`config.mk`:
```
export PLATFORM = sky130hd
export DESIGN_NAME = bcd2binary_seq
export DESIGN_NICKNAME = d
export VERILOG_FILES = /design/src/rtl/bcd2binary_seq.sv
export SDC_FILE = /design/constraint.sdc
export NUM_CORES = 1
export LEC_CHECK = 0
export ABC_CLOCK_PERIOD_IN_PS = 4380
export CORE_MARGIN = 4
export CORE_UTILIZATION = 45
export DETAILED_ROUTE_END_ITERATION = 8
export GPL_TIMING_DRIVEN = 1
export PLACE_DENSITY = 0.77
export SLEW_MARGIN = 40
export SYNTH_ARGS = -nofsm -noshare
export SYNTH_HDL_FRONTEND = slang
export SYNTH_SLANG_ARGS = --single-unit
export TNS_END_PERCENT = 1
```
`constraint.sdc`:
```
create_clock -name clk -period 4.38 [get_ports clk]
set_clock_uncertainty 0.2 [all_clocks]
set_input_delay 0.876 -clock clk [delete_from_list [all_inputs] [get_ports clk]]
set_output_delay 0.876 -clock clk [all_outputs]
set_load 0.02 [all_outputs]
```
`src/rtl/bcd2binary_seq.sv`:
```
// Sequential BCD-to-binary converter using reverse double-dabble.
// One shift/correct step per clock; start/busy/done handshake.

module bcd2binary_digit (
   input  logic [3:0] raw,
   input  logic [3:0] shifted,
   output logic [3:0] corrected,
   output logic       invalid
);

   assign invalid   = (raw > 4'd9);
   assign corrected = (shifted >= 4'd8) ? (shifted - 4'd3) : shifted;

endmodule

module bcd2binary_seq #(
   parameter int NDIGITS = 3,
   parameter int BIN_W   = 10
) (
   input  logic                   clk,
   input  logic                   rst,
   input  logic                   start,
   input  logic [4*NDIGITS-1:0]   bcd,
   output logic                   busy,
   output logic                   done,
   output logic                   err,
   output logic [BIN_W-1:0]       bin
);

   localparam int BCD_W = 4 * NDIGITS;
   localparam int CNT_W = $clog2(BIN_W + 1);

   typedef enum logic [1:0] {
      S_IDLE,
      S_CONV,
      S_DONE
   } state_t;

   state_t             state, state_next;
   logic [BCD_W-1:0]   bcd_reg, bcd_reg_next;
   logic [BIN_W-1:0]   work_bin, work_bin_next;
   logic [CNT_W-1:0]   cnt, cnt_next;
   logic               busy_next, done_next, err_next;
   logic [BIN_W-1:0]   bin_next;

   logic [NDIGITS-1:0] bad;
   logic [BCD_W-1:0]   shifted_bcd, corr_bcd;
   logic [BIN_W-1:0]   shifted_bin;

   // The LSB of the BCD part falls into the MSB of the binary part.
   assign shifted_bcd = {1'b0, bcd_reg[BCD_W-1:1]};
   assign shifted_bin = {bcd_reg[0], work_bin[BIN_W-1:1]};

   genvar gi;
   generate
      for (gi = 0; gi < NDIGITS; gi++) begin : g_digit
         bcd2binary_digit u_digit (
            .raw       (bcd[4*gi +: 4]),
            .shifted   (shifted_bcd[4*gi +: 4]),
            .corrected (corr_bcd[4*gi +: 4]),
            .invalid   (bad[gi])
         );
      end
   endgenerate

   always_ff @(posedge clk or posedge rst) begin
      if (rst) begin
         state    <= S_IDLE;
         bcd_reg  <= '0;
         work_bin <= '0;
         cnt      <= '0;
         busy     <= 1'b0;
         done     <= 1'b0;
         err      <= 1'b0;
         bin      <= '0;
      end else begin
         state    <= state_next;
         bcd_reg  <= bcd_reg_next;
         work_bin <= work_bin_next;
         cnt      <= cnt_next;
         busy     <= busy_next;
         done     <= done_next;
         err      <= err_next;
         bin      <= bin_next;
      end
   end

   always_comb begin
      state_next    = state;
      bcd_reg_next  = bcd_reg;
      work_bin_next = work_bin;
      cnt_next      = cnt;
      busy_next     = 1'b0;
      done_next     = 1'b0;
      err_next      = err;
      bin_next      = bin;

      case (state)
         S_IDLE: begin
            if (start) begin
               bcd_reg_next = bcd;
               if (|bad) begin
                  // Bad digit: report immediately, skip the conversion.
                  err_next   = 1'b1;
                  bin_next   = '0;
                  done_next  = 1'b1;
                  state_next = S_DONE;
               end else begin
                  err_next      = 1'b0;
                  cnt_next      = '0;
                  work_bin_next = '0;
                  busy_next     = 1'b1;
                  state_next    = S_CONV;
               end
            end
         end

         S_CONV: begin
            bcd_reg_next  = corr_bcd;
            work_bin_next = shifted_bin;
            cnt_next      = cnt + CNT_W'(1);
            busy_next     = 1'b1;
            if (cnt == CNT_W'(BIN_W - 1)) begin
               bin_next   = shifted_bin;
               busy_next  = 1'b0;
               done_next  = 1'b1;
               state_next = S_DONE;
            end
         end

         S_DONE: begin
            state_next = S_IDLE;
         end

         default: begin
            state_next = S_IDLE;
         end
      endcase
   end

endmodule

```
==> run summary <==
The first global-routing pass estimated 6.53 mm of wire. TritonCTS built the clock tree. Based on the critical path, the design can be clocked at up to 363 MHz. The via count of the first global-routing pass was 1301.

The worst setup path is of the in2reg kind. Dividing the detail-routed via count by the number of cells gives 5.57. Setup violations remaining at the end of the flow were counted as 0. The worst path required time is 4390 ps. The share of the clock period used by the worst path after layout is 0.629. The tools report the launch instance of the worst register-to-register path as state[1]$_DFFE_PP0P_. Synthesis handed over a netlist of 169 instances. The width of the die is 71.8 um.

The CTS clock-pin slew for the worst setup and hold paths came out at 80 ps. The worst-case IR drop observed on VDD is 0.423 mV. The cell count of the worst hold path was 1. The startpoint identified for the worst hold timing path is bin[2]$_DFFE_PP0P_. For this design, the sink count on the clock tree is 40. The cell internal power dissipation was 0.900 mW; the TritonCTS buffer count was 5. For this design the total switching power over the nets is 0.526 mW. The count of buffers added on input and output ports is 27.

The number of antenna violations at the first check in global routing is 0. Leaving out fill and tap cells, the most frequent cell in the layout is dfrtp_1. For this run the aggregate overflow at the end of global routing stands at 0. Subtracting the final worst setup slack from the clock period gives 2750 ps. The worst register-to-register path ends at bin[6]$_DFFE_PP0P_. The maximum level of the CTS H-tree was 2; the mean cell area of the mapped netlist was 10.8 um^2. In this run the vertical extent of the chip is 71.8 um. Data arrives at the worst endpoint at 2770 ps.

The tools report the capture endpoint of the worst hold path as bin[2]$_DFFE_PP0P_. Number of flip-flops in the largest register: 12. The simple-gate share of the synthesized area was 0.102; the DRC violations left was 0. The run gives 2.74 mm as the detailed-placement wirelength estimate. The tools report the sequential fraction of design power as 0.444. By area, the combinational part of the netlist is dominated by compound AO/OA/AOI/OAI gates. The transition time at the pin with the least slew margin was 759 ps; the net count after synthesis was 190. The routed wirelength normalized by instance count was 16.2 um.

In this run the worst hold path is classified as reg2reg. The max-cap violation count was 0; the count of warnings emitted by yosys was 0. The tools report the number of vias in the routed layout as 1365. The power density relative to cell area was 632 nW/um^2; the final weighted congestion in routability-driven placement was 0.782. The floorplan step defined a core boundary enclosing 3800 um^2. The final layout contains routed wiring with a total length of 3.97 mm. In the synthesized netlist the dominant register cell turns out to be dfrtp_1. Number of inserted diodes: 0.

The utilization after layout came out at 0.594. The worst slew margin relative to its limit came out at 0.491. The floorplan step defined a die boundary enclosing 5150 um^2. Yosys mapped a number of flops with a built-in enable equal to 0. 28 I/O pins were placed. Fill cells in the final layout number 318. Adding up every negative setup slack in the final design gives 0 ps.

Entering global routing, the biggest net connects 41 pins. The flip-flop and latch count after synthesis was 40. The logs give 0 for the count of cells resized by post-cts repair and 0.547 for the portion of the post-synthesis area used by sequential elements. The tools report the combinational fraction of design power as 0.332.

Summed over all cells, the static leakage comes to 1.03 nW. The synthesized netlist occupies a cell area of 1830 um^2. The first detailed-routing pass took 4 iterations. In this run the deepest clock path goes through 2 buffers. The tools report the total global-route track usage as 0.163. The clock latency reported for the late side of the worst-skew pair is 300 ps, and the net total in the final layout is 217. Relative area change from synthesis to final layout: 23.2%.

For this block, the initial DRC count from the detailed router was 152. Setup repair after global routing left no endpoint under its margin. The tree is rooted in a clkbuf_8. The share of layout cells above drive strength 1 is 0.0711, and the length in cells of the worst reg-to-reg path is 4. The share of the synthesized netlist area taken by xor and xnor gates is 0.0191. For the antenna violation net count after detailed routing, the log shows 0. The logs give 0 for the number of slew-limit violations in the final report and 0 for the count of hold buffers inserted by post-cts repair. The proportion of synthesized area in mux cells is 0.0109, and the synthesized-area fraction occupied by ao, oa, aoi and oai cells is 0.231.

STA classifies the critical path startpoint as an input port. The synthesized netlist contains 36 unique library cells. The worst register-to-register path has a setup slack of 1970 ps.

In the layout the commonest cells are dfrtp_1 (40), clkdlybuf4s50_1 (27), a22o_1 (18). STA classifies the critical path endpoint as a flop. The switching portion of total power came out at 0.369. The tools report the number of rows in the core area as 22. In this run the post-CTS setup repair buffer count came out at 0. The share of flip-flops with an asynchronous set or reset after synthesis works out to 1.00. Final count of hold timing violations: 0. The arithmetic-cell share of the synthesized area counting full adders, half adders and majority gates is 0.0410. The fraction of power consumed by the clock network was 0.224. The starting density of the core was 0.482.

The worst-path maximum fanout was 14. The flow ran to the end, and the final reports show no timing, DRC or antenna violations.
[final cells by class]
class,count,area [um^2],area share
clock buffer,6,82.6,0.0366
clock inverter,2,38.8,0.0172
inverter,14,52.6,0.0233
multi-input combinational,107,742,0.329
sequential,40,1000,0.444
tap,48,60.1,0.0266
timing repair buffer,28,278,0.123
[per-stage QoR]
stage | cells | cell area, um^2 | worst slack [ps] | power (mW) | hold slack [ps]
after detailed placement | 237 | 2130 | 1360 | 1.11 | 286
after global placement | 237 | 2130 | 1470 | 1.07 | 282
after CTS | 245 | 2250 | 1660 | 1.44 | 306
final | 245 | 2250 | 1630 | 1.43 | 306
after global routing | 245 | 2250 | 1470 | 1.53 | 331
after floorplan | 169 | 1830 | 2330 | 0.967 | 259
[kinds of logic after synthesis]
| family | count (synthesis) |
|---|---|
| AO/OA/AOI/OAI | 59 |
| AND/OR/NAND/NOR | 36 |
| adder cells (fa/ha/maj) | 6 |
| multiplexers | 2 |
| buffers and inverters | 22 |
| flip-flops | 40 |
| XOR/XNOR | 4 |
[worst max-delay path by stage]
| stage | startpoint | end | slack [ps] | cells past startpoint |
|---|---|---|---|---|
| floorplan | bcd[6] | cnt[3]$_DFFE_PP0P_ | 2330 | 4 |
| global placement | start | cnt[3]$_DFFE_PP0P_ | 1470 | 5 |
| detailed placement | start | cnt[3]$_DFFE_PP0P_ | 1360 | 5 |
| CTS | start | cnt[3]$_DFFE_PP0P_ | 1660 | 5 |
| global route | start | cnt[3]$_DFFE_PP0P_ | 1470 | 5 |
| finish | start | cnt[3]$_DFFE_PP0P_ | 1630 | 5 |
[critical path, stage by stage]
cell and delay, ps:
clkdlybuf4s50_1 710, and2b_1 230, a41oi_2 330, or3_1 460
a21boi_1 150
[per-layer routing]
| metal | track usage | up-vias | share of wire | wire length, um |
|---|---|---|---|---|
| met5 | 0 | - | 0 | 0 |
| met4 | 0.0564 | 0 | 0.016 | 62 |
| met3 | 0.0449 | 6 | 0.050 | 199 |
| met2 | 0.246 | 35 | 0.48 | 1900 |
| met1 | 0.225 | 670 | 0.46 | 1820 |
| li1 | - | 654 | - | - |
[power groups by stage]
stage	sequential, mW	combinational [mW]	clock, mW
3_3_place_gp	0.626	0.449	0
3_5_place_dp	0.639	0.472	0
2_1_floorplan	0.606	0.362	0
4_1_cts	0.633	0.476	0.329
5_1_grt	0.653	0.534	0.340
6_report	0.633	0.473	0.319
[cell usage after synthesis, types with 2 or more instances]
cell,number,share of area
and3_1,2,0.0068
nand2_1,10,0.021
o21ai_1,2,0.0055
inv_1,14,0.029
clkbuf_1,4,0.0082
mux2i_1,2,0.011
nand3_1,2,0.0055
nand2b_1,4,0.014
o21ai_0,8,0.022
dfrtp_1,40,0.55
o221ai_1,2,0.0096
nor2b_1,2,0.0068
a31oi_1,3,0.010
ha_1,6,0.041
o22a_1,3,0.014
a21oi_1,10,0.027
nor3b_1,3,0.012
o22ai_1,6,0.021
xnor2_1,3,0.014
a22o_1,18,0.086
buf_2,3,0.0082
nor2_1,8,0.016
Power figures use the tool's default switching activity.
